**src/rtl/voice_mixer_pkg.sv**
```systemverilog
// Shared definitions for the voice mixer: FSM encoding, gain scaling and
// accumulator sizing.
package voice_mixer_pkg;

  typedef enum logic [1:0] {
    ST_IDLE  = 2'd0,
    ST_ACCUM = 2'd1,
    ST_SCALE = 2'd2,
    ST_OUT   = 2'd3
  } state_e;

  localparam int unsigned UNITY_GAIN   = 256;
  localparam int          GAIN_SHIFT   = $clog2(UNITY_GAIN);
  localparam int          MAX_VOICES   = 8;
  localparam int          ACC_HEADROOM = 3;
  localparam int          VOLUME_BITS  = 9;

  // Three guard bits let eight full-scale voices sum without wrapping.
  function automatic int acc_bits(input int data_bits);
    return data_bits + ACC_HEADROOM;
  endfunction

endpackage

```
**src/rtl/voice_mixer_saturate.sv**
```systemverilog
// Signed clamp from IN_BITS down to OUT_BITS; IN_BITS must exceed OUT_BITS.
module voice_mixer_saturate #(
  parameter int IN_BITS  = 17,
  parameter int OUT_BITS = 12
) (
  input  logic [IN_BITS-1:0]  din_i,
  output logic [OUT_BITS-1:0] dout_o
);

  localparam logic [OUT_BITS-1:0] SAT_MAX = {1'b0, {(OUT_BITS-1){1'b1}}};
  localparam logic [OUT_BITS-1:0] SAT_MIN = {1'b1, {(OUT_BITS-1){1'b0}}};

  logic [IN_BITS-OUT_BITS:0] upper;
  logic                      in_range;

  // The value fits when every bit above the output sign bit copies it.
  assign upper    = din_i[IN_BITS-1:OUT_BITS-1];
  assign in_range = (&upper) | (~|upper);

  always_comb begin
    dout_o = din_i[OUT_BITS-1:0];
    if (!in_range) begin
      dout_o = din_i[IN_BITS-1] ? SAT_MIN : SAT_MAX;
    end
  end

endmodule

```
**src/rtl/voice_mixer.sv**
```systemverilog
// Multi-voice mixer: snapshots all voices on a sample_clk rise, sums the
// enabled ones serially, applies master gain and emits a saturated sample.
module voice_mixer
  import voice_mixer_pkg::*;
#(
  parameter int NUM_VOICES = 4,
  parameter int DATA_BITS  = 12
) (
  input  logic                            main_clk,
  input  logic                            rst,
  input  logic                            sample_clk,
  input  logic [NUM_VOICES*DATA_BITS-1:0] voice_din,
  input  logic [NUM_VOICES-1:0]           voice_en,
  input  logic [VOLUME_BITS-1:0]          volume,
  // dout_valid is a one-cycle, no-backpressure pulse: dout is new exactly
  // when it is high and then holds until the next pulse.
  output logic [DATA_BITS-1:0]            dout,
  output logic                            dout_valid,
  output logic                            busy,
  output logic                            overrun,
  output logic [1:0]                      dbg_state
);

  localparam int ACC_BITS  = acc_bits(DATA_BITS);
  localparam int PROD_BITS = ACC_BITS + VOLUME_BITS + 1;
  localparam logic [2:0] IDX_LAST = 3'(NUM_VOICES - 1);

  state_e                        state_q;
  logic                          sample_clk_q;
  logic [NUM_VOICES*DATA_BITS-1:0] snap_voice_q;
  logic [NUM_VOICES-1:0]         snap_en_q;
  logic [VOLUME_BITS-1:0]        snap_vol_q;
  logic signed [ACC_BITS-1:0]    acc_q;
  logic signed [ACC_BITS-1:0]    acc_d;
  logic [2:0]                    idx_q;
  logic signed [PROD_BITS-1:0]   prod_q;
  logic signed [PROD_BITS-1:0]   prod_d;
  logic signed [PROD_BITS-1:0]   shifted;
  logic [DATA_BITS-1:0]          dout_q;
  logic                          dout_valid_q;
  logic                          overrun_q;
  logic                          rise;

  logic [DATA_BITS-1:0]          voice_arr [MAX_VOICES];
  logic [MAX_VOICES-1:0]         en_pad;
  logic signed [ACC_BITS-1:0]    addend;
  logic [DATA_BITS-1:0]          sat_out;

  assign rise = sample_clk & ~sample_clk_q;

  // Pad to eight lanes so the 3-bit index always addresses a real entry.
  for (genvar k = 0; k < MAX_VOICES; k++) begin : g_pad
    if (k < NUM_VOICES) begin : g_used
      assign voice_arr[k] = snap_voice_q[k*DATA_BITS +: DATA_BITS];
      assign en_pad[k]    = snap_en_q[k];
    end else begin : g_unused
      assign voice_arr[k] = '0;
      assign en_pad[k]    = 1'b0;
    end
  end

  always_comb begin
    addend = '0;
    if (en_pad[idx_q]) begin
      addend = {{(ACC_BITS-DATA_BITS){voice_arr[idx_q][DATA_BITS-1]}}, voice_arr[idx_q]};
    end
    acc_d   = acc_q + addend;
    prod_d  = PROD_BITS'(acc_q) * PROD_BITS'($signed({1'b0, snap_vol_q}));
    shifted = prod_q >>> GAIN_SHIFT;
  end

  voice_mixer_saturate #(
    .IN_BITS  (PROD_BITS),
    .OUT_BITS (DATA_BITS)
  ) u_saturate (
    .din_i  (shifted),
    .dout_o (sat_out)
  );

  always_ff @(posedge main_clk) begin
    if (rst) begin
      state_q      <= ST_IDLE;
      sample_clk_q <= 1'b0;
      snap_voice_q <= '0;
      snap_en_q    <= '0;
      snap_vol_q   <= '0;
      acc_q        <= '0;
      idx_q        <= '0;
      prod_q       <= '0;
      dout_q       <= '0;
      dout_valid_q <= 1'b0;
      overrun_q    <= 1'b0;
    end else begin
      sample_clk_q <= sample_clk;
      dout_valid_q <= 1'b0;
      // Any rise outside IDLE, including the OUT cycle, is dropped and flagged.
      if (rise && (state_q != ST_IDLE)) begin
        overrun_q <= 1'b1;
      end
      case (state_q)
        ST_IDLE: begin
          if (rise) begin
            snap_voice_q <= voice_din;
            snap_en_q    <= voice_en;
            snap_vol_q   <= volume;
            acc_q        <= '0;
            idx_q        <= '0;
            state_q      <= ST_ACCUM;
          end
        end
        ST_ACCUM: begin
          acc_q <= acc_d;
          idx_q <= idx_q + 3'd1;
          if (idx_q == IDX_LAST) begin
            state_q <= ST_SCALE;
          end
        end
        ST_SCALE: begin
          prod_q  <= prod_d;
          state_q <= ST_OUT;
        end
        ST_OUT: begin
          dout_q       <= sat_out;
          dout_valid_q <= 1'b1;
          state_q      <= ST_IDLE;
        end
        default: state_q <= ST_IDLE;
      endcase
    end
  end

  assign dout       = dout_q;
  assign dout_valid = dout_valid_q;
  assign busy       = (state_q != ST_IDLE);
  assign overrun    = overrun_q;
  assign dbg_state  = state_q;

endmodule

```
**config.mk**
```make
export PLATFORM = sky130hd
export DESIGN_NAME = voice_mixer
export DESIGN_NICKNAME = d
export VERILOG_FILES = /design/src/rtl/voice_mixer_pkg.sv /design/src/rtl/voice_mixer_saturate.sv /design/src/rtl/voice_mixer.sv
export SDC_FILE = /design/constraint.sdc
export NUM_CORES = 1
export LEC_CHECK = 0
export CAP_MARGIN = 20
export CELL_PAD_IN_SITES_DETAIL_PLACEMENT = 2
export CELL_PAD_IN_SITES_GLOBAL_PLACEMENT = 2
export CORE_UTILIZATION = 33
export CTS_BUF_LIST = sky130_fd_sc_hd__clkbuf_16
export CTS_CLUSTER_SIZE = 12
export DETAILED_ROUTE_END_ITERATION = 16
export GPL_ROUTABILITY_DRIVEN = 1
export PLACE_DENSITY = 0.77
export SYNTH_ARGS = -nofsm -noshare
export SYNTH_HDL_FRONTEND = slang
export SYNTH_SLANG_ARGS = --single-unit
```
**constraint.sdc**
```tcl
create_clock -name main_clk -period 5.1 [get_ports main_clk]
set_clock_uncertainty 0.2 [all_clocks]
set_input_delay 0.51 -clock main_clk [delete_from_list [all_inputs] [get_ports main_clk]]
set_output_delay 0.51 -clock main_clk [all_outputs]
set_load 0.005 [all_outputs]
```
# [Yosys cells after proc, flatten, opt, wreduce, memory -nomap -nowiden]
# Cells that the tools add are included.
[op_classes] mul=1 n_reduce_logical=10 magnitude_cmp=2 n_addsub=2 n_mux=16 eq_ne=6 n_bitwise=4
[ops] op="two-way mux 12 bit" count=4
[ops] op="binary-select mux 12 bit (select 3 bit)" count=1
[ops] op="two-way mux 15 bit" count=2
[ops] op="one-hot mux 15 bit (2 select lines)" count=1
[ops] op="multiplier 15 x 10 -> 25 bit" count=1
[ops] op="adder 15 bit" count=1
[ops] op="one-hot mux 2 bit (4 select lines)" count=1
[ops] op="one-hot mux 3 bit (2 select lines)" count=1
[ops] op="AND reduction 2 bit" count=3
[ops] op="AND reduction 6 bit" count=1
[ops] op="OR reduction 6 bit" count=1
[ops] op="equality test 2 bit, second input constant" count=2
[ops] op=">= comparator 4 bit, second input constant" count=1
[ops] op="less-than comparator 3 x 4 -> 1 bit, second input constant" count=1
[ops] op="two-way mux 2 bit" count=2
[ops] op="inequality test 2 bit, second input constant" count=2
[ops] op="NOT 3 -> 4 bit" count=1
[ops] op="nonzero test 2 bit" count=2
[ops] op="adder 3 x 1 -> 3 bit, second input constant" count=1
[ops] op="binary-select mux 1 bit (select 3 bit)" count=1
[ops] op="equality test 3 x 2 -> 1 bit, second input constant" count=1
[ops] op="two-way mux 3 bit" count=1
[ops] op="equality test 2 x 1 -> 1 bit, second input constant" count=1
[ops] op="logical NOT 2 bit" count=1
[ops] op="other kinds (6)" count=7
[totals] input_bits=64 elab_cells=52 register_bits=121 output_inout_bits=17

# [Depth between registers and ports, before layout]
[logic_depth] depth_word=7 depth_mapped=20 ltp_nobuf=19

# [Cells and area by module]
# From an unflattened synthesis, not the netlist that was laid out.
[unflattened] hier_cells=1190 hier_area_um2=10182.3
[modules_own_cells] mod="voice_mixer" n_inst=1 area_per_inst_um2=9979.6 cells_each=1153
[modules_own_cells] mod="voice_mixer_saturate" n_inst=1 area_per_inst_um2=202.7 cells_each=37

# [Least setup slack after synthesis]
# Ideal clock, no wire load.
[synth_timing] kind="register -> register" start="register snap_vol_q[1]" end="register prod_q[16]" n_path_buf=1 required_ns=4.809 stages_incl_launch_ff=20 period_less_slack_ns=5.497 setup_ns=0.091 setup_slack_ns=-0.397 arrival_ns=5.206 cell_sequence="dfxtp_1 > clkbuf_1 > nand2_1 > fa_1 > inv_1 > fa_1 > inv_1 > fa_1 > inv_1 > fa_1 > inv_1 > fa_1 > inv_1 > ha_1 > a21oi_1 > o221a_4 > o211a_4 > o31a_1 > or3_1 > a311oi_1"
[synth_via] elab_chain_cells=1
[synth_lines] element="start, declared" line_no="voice_mixer.sv:32" rtl="logic [VOLUME_BITS-1:0] snap_vol_q;"
[synth_lines] element="start signal, assigned" line_no="voice_mixer.sv:105" rtl="snap_vol_q <= volume;"
[synth_lines] element="multiplier 15 x 10 -> 25 bit" line_no="voice_mixer.sv:68" rtl="prod_d = PROD_BITS'(acc_q) * PROD_BITS'($signed({1'b0, snap_vol_q}));"
[synth_lines] element="end signal, assigned" line_no="voice_mixer.sv:119" rtl="prod_q <= prod_d;"
[synth_lines] element="end, declared" line_no="voice_mixer.sv:36" rtl="logic signed [PROD_BITS-1:0] prod_q;"
# Every way passes these cells.
# A chain may end at the register's enable or synchronous reset.

# [Worst setup path after layout]
[layout_timing] start="register snap_vol_q[2]" end="register prod_q[24]"
# The elaborated chain is that of the path after synthesis.

==> PnR_summary.wiki <==
{| class="wikitable"
! Metric !! Value
|-
| Outcome || finished with violations
|-
| Violations in the final reports || setup timing
|-
| Worst endpoint data arrival time || 5.83 ns
|-
| Hpwl dp || 27.46 mm
|-
| Headroom to the max-slew limit || 36.37%
|-
| Dpl cell area || 0.01202 sq mm
|-
| Final clock period utilization by the worst path || 111.9%
|-
| H-tree lvl count || 4
|-
| Detailed-route via count || 9681
|-
| Data required time of the critical path || 5.22 ns
|-
| Site Rows || 63
|-
| Fin. Hold Viols || 0
|-
| Layout Utilization || 45.63%
|-
| Number of instances in the synthesized netlist || 1183
|-
| Global-route wire length before repair || 66.83 mm
|-
| Synth-to-layout area growth || 35.05%
|-
| Setup slack after placement || -0.5661 ns
|-
| Post-synth EDFFs || 0
|-
| Weighted congestion at the end of routability-driven global placement || 0.7905
|-
| Worst vdd ir || 0.1915 mV
|-
| Post-DR vias/cell || 5.460
|-
| Number of synthesized register bits || 113
|-
| Share of total power in sequential cells || 35.0%
|-
| DIE AREA || 0.03121 sq mm
|-
| Crit path buf inv count || 5
|-
| Net switching power of the design || 0.001099 W
|-
| Number of global-route vias before repair || 11.12k
|-
| Clk buf depth || 2
|-
| Proportion of synthesized flip-flops having asynchronous set or reset || 0%
|-
| Delay contributed by the slowest stage of the critical path || 0.72 ns
|-
| Sum Neg Setup Slack || -5.700 ns
|-
| Clock group share of total power || 37.3%
|-
| Critical Path Start Type || register
|-
| Cell variety after synth || 61
|-
| Total of endpoints with negative setup slack in the final report || 13
|-
| Transition at the pin with the smallest max-transition slack || 0.9545 ns
|-
| Clock tree from TritonCTS || yes
|-
| Gr usage total || 28.96%
|-
| Flip-flop cell with the highest count after synthesis || sky130_fd_sc_hd__dfxtp_1
|-
| Core region area || 0.02980 sq mm
|-
| Pint || 0.001980 W
|-
| Effective utilization at floorplan || 33.79%
|-
| Die Wd || 176.7 um
|-
| Routed wirelength normalized by instance count || 26.58 um
|-
| Area of the multi-input gates || 0.007556 sq mm
|-
| Gate family responsible for the most delay along the worst path || adder cells
|-
| F_max || 175.2 MHz
|-
| Leakage power figure || 6.389 nW
|-
| Switching share of power || 35.70%
|-
| TritonCTS buffer count || 17
|-
| Cell area after technology mapping || 0.01007 sq mm
|-
| Overflow left after global routing || 0
|-
| Vertical die dimension || 176.7 um
|-
| RSZ-0062 raised after global routing || yes
|-
| Shortest clock period the worst path allows after layout || 5.709 ns
|-
| Maximum capacitance violations || 0
|-
| Number of detailed-route iterations in the first pass || 4
|-
| Cell at the root of the clock tree || sky130_fd_sc_hd__clkbuf_16
|-
| Post-Route Hold Slack || 0.2550 ns
|-
| Clock transition at the registers of the reported paths || 0.06 ns
|-
| Sequential Area || 0.002317 sq mm
|-
| Number of diodes added for antenna fixing || 0
|-
| Number of antenna-violating nets in the routed design || 0
|-
| Slack of the critical path || -0.6088 ns
|-
| Critical path endpoint category || register
|-
| Synthesized area per cell || 8.510 sq um
|-
| Cell type of the slowest stage on the worst timing path || sky130_fd_sc_hd__fa_2
|-
| Combinational group share of total power || 27.7%
|-
| Share of post-route cells with drive strength above 1 || 24.15%
|-
| Number of DRC markers after the initial detailed-route iteration || 525
|-
| Crit Path Category || register to register
|-
| Maximum number of pins on one net before global-route repair || 83
|-
| Warnings from Yosys || 0
|-
| Largest driver fanout on the critical path || 7
|-
| Final-report max-slew violation count || 0
|-
| Aggregate routed wire length || 47.12 mm
|-
| I/O pin cnt || 81
|-
| Net Count, Synth || 1435
|-
| Post-route cell area || 0.01360 sq mm
|-
| DRC violations left || 0
|-
| Cell with the most instances on the worst path || sky130_fd_sc_hd__fa_1
|-
| Fin nets || 1623
|-
| Antenna violations before repair || 1
|-
| Hold WC Path Type || register to register
|-
| Fillcell total || 3176
|-
| Cell area power density || 226.5 mW/mm^2
|-
| List of cells traversed by the critical path || buf_12, nand2_4, fa_2, buf_6, fa_1, inv_1, fa_1, fa_1, inv_2, fa_1, inv_2, ha_4, a21oi_2, o21ai_1, a21o_1, a21oi_2, o21ai_2, a21o_1, a2111oi_4
|-
| Clock latency on the worst-skew pair || 0.44 ns
|-
| Sequential element share of the synthesized area || 22.47%
|-
| Sink Count || 113
|-
| I/O Buffers || 80
|}
## metrics by stage
step           power, W  std cells
4_1_cts        0.003026       1751
6_report       0.003079       1773
2_1_floorplan  0.001511       1183
5_1_grt        0.003213       1773
3_3_place_gp   0.001815       1702
3_5_place_dp   0.001848       1702
## placed cells by master, fill, tap and decap left out, types with 12 or more instances in the layout
master	count
sky130_fd_sc_hd__nor3_1	22
sky130_fd_sc_hd__dfxtp_4	13
sky130_fd_sc_hd__nand2_1	211
sky130_fd_sc_hd__and3_1	13
sky130_fd_sc_hd__o21ai_0	14
sky130_fd_sc_hd__dfxtp_1	95
sky130_fd_sc_hd__inv_2	19
sky130_fd_sc_hd__clkdlybuf4s50_1	79
sky130_fd_sc_hd__inv_1	136
sky130_fd_sc_hd__xnor2_1	14
sky130_fd_sc_hd__ha_4	12
sky130_fd_sc_hd__a21oi_1	94
sky130_fd_sc_hd__buf_4	120
sky130_fd_sc_hd__fa_1	101
sky130_fd_sc_hd__and2_1	53
sky130_fd_sc_hd__buf_6	22
sky130_fd_sc_hd__nor2_1	59
sky130_fd_sc_hd__a22oi_1	12
sky130_fd_sc_hd__fa_2	14
sky130_fd_sc_hd__clkbuf_16	17
sky130_fd_sc_hd__ha_1	61
sky130_fd_sc_hd__mux4_2	13
## worst register-to-register path: stages (launching register included)
cell and delay [ns]:
sky130_fd_sc_hd__dfxtp_4 0.38, sky130_fd_sc_hd__buf_12 0.13, sky130_fd_sc_hd__nand2_4 0.08, sky130_fd_sc_hd__fa_2 0.72
sky130_fd_sc_hd__buf_6 0.15, sky130_fd_sc_hd__fa_1 0.45, sky130_fd_sc_hd__inv_1 0.09, sky130_fd_sc_hd__fa_1 0.45
sky130_fd_sc_hd__fa_1 0.60, sky130_fd_sc_hd__inv_2 0.06, sky130_fd_sc_hd__fa_1 0.59, sky130_fd_sc_hd__inv_2 0.07
sky130_fd_sc_hd__ha_4 0.17, sky130_fd_sc_hd__a21oi_2 0.22, sky130_fd_sc_hd__o21ai_1 0.14, sky130_fd_sc_hd__a21o_1 0.21
sky130_fd_sc_hd__a21oi_2 0.17, sky130_fd_sc_hd__o21ai_2 0.11, sky130_fd_sc_hd__a21o_1 0.22, sky130_fd_sc_hd__a2111oi_4 0.37
## worst paths after layout
| path | from | to | slack (ns) | cells after the start |
|---|---|---|---|---|
| max | snap_vol_q[2] | prod_q[24] | -0.61 | 19 |
| min reg2reg | snap_voice_q[5] | snap_voice_q[5] | 0.25 | 2 |
| max reg2reg | snap_vol_q[2] | prod_q[24] | -0.61 | 19 |
| min | snap_voice_q[5] | snap_voice_q[5] | 0.25 | 2 |
## cell usage after synthesis (all sizes together) (4+ instances only)
master	n	area (sq um)
or3	7	45.05
a21oi	104	520.5
inv	154	578.1
nand2	224	840.8
a21o	9	67.56
nor2b	4	25.02
xor2	7	61.31
and2	62	397.9
nor3	28	140.1
o21ai	20	100.1
or2	4	25.02
o211ai	9	67.56
nand3	11	55.05
mux2i	5	50.05
xnor2	17	148.9
dfxtp	113	2262
fa	115	2302
and3	13	81.33
clkbuf	58	257.7
buf	4	23.77
nor4	5	31.28
nor2	60	225.2
ha	73	913.4
mux4	13	292.8
a22oi	12	90.09
o21a	9	67.56
## power by group through the flow
stage	sequential, W	clock (W)	combinational, W
6_report	0.00108	0.00115	0.000854
5_1_grt	0.00109	0.00121	0.000917
4_1_cts	0.00108	0.00116	0.000790
3_5_place_dp	0.00109	0	0.000754
3_3_place_gp	0.00109	0	0.000728
2_1_floorplan	0.00105	0	0.000462
## cell families after synthesis
| kind of cell | after synthesis | synth area share, % |
|---|---|---|
| AOI/OAI and AO/OA | 192 | 11.99 |
| xor gates and xnor gates | 24 | 2.088 |
| adders and majority gates | 188 | 31.94 |
| buffers and inverters | 217 | 8.576 |
| DFF | 113 | 22.47 |
| muxes | 18 | 3.405 |
| and+or+nand+nor | 431 | 19.53 |
## routing by layer
metal | wire [um] | track usage (%) | part of all wire [%] | up-vias
met5 | 16 | 0 | 0.034 | -
li1 | - | - | - | 4210
met1 | 17610 | 30.75 | 37 | 4898
met3 | 1998 | 5.885 | 4.2 | 171
met2 | 24460 | 53.07 | 52 | 400
met4 | 3030 | 16.31 | 6.4 | 2
## layout make-up
cell class	count	area share, %
clock buffers	17	3.129
flip-flops and latches	113	17.04
clock inverters	14	0.8651
inverters	155	4.279
well taps	390	3.589
multi-input cells	853	55.58
repair buffers	231	15.52
## repair_timing
item                                    4_1_cts  5_1_grt
hold buffers                                  0        0
cloned                                        0        0
pin swaps                                    42       41
hold endpoints to repair                      0        0
gates resized for setup                     100       81
endpoints found under the setup margin       14       16
buffers inserted                             18       21
## flip-flops by register name, summed over array words and instances, names as in the netlist
signal and flops:
snap_voice_q 48, sample_clk_q 1, overrun 1, dout_valid 1, snap_vol_q 9, acc_q 15
idx_q 3, prod_q 17, dbg_state 2, dout 12, snap_en_q 4
Power figures use the tool's default switching activity.
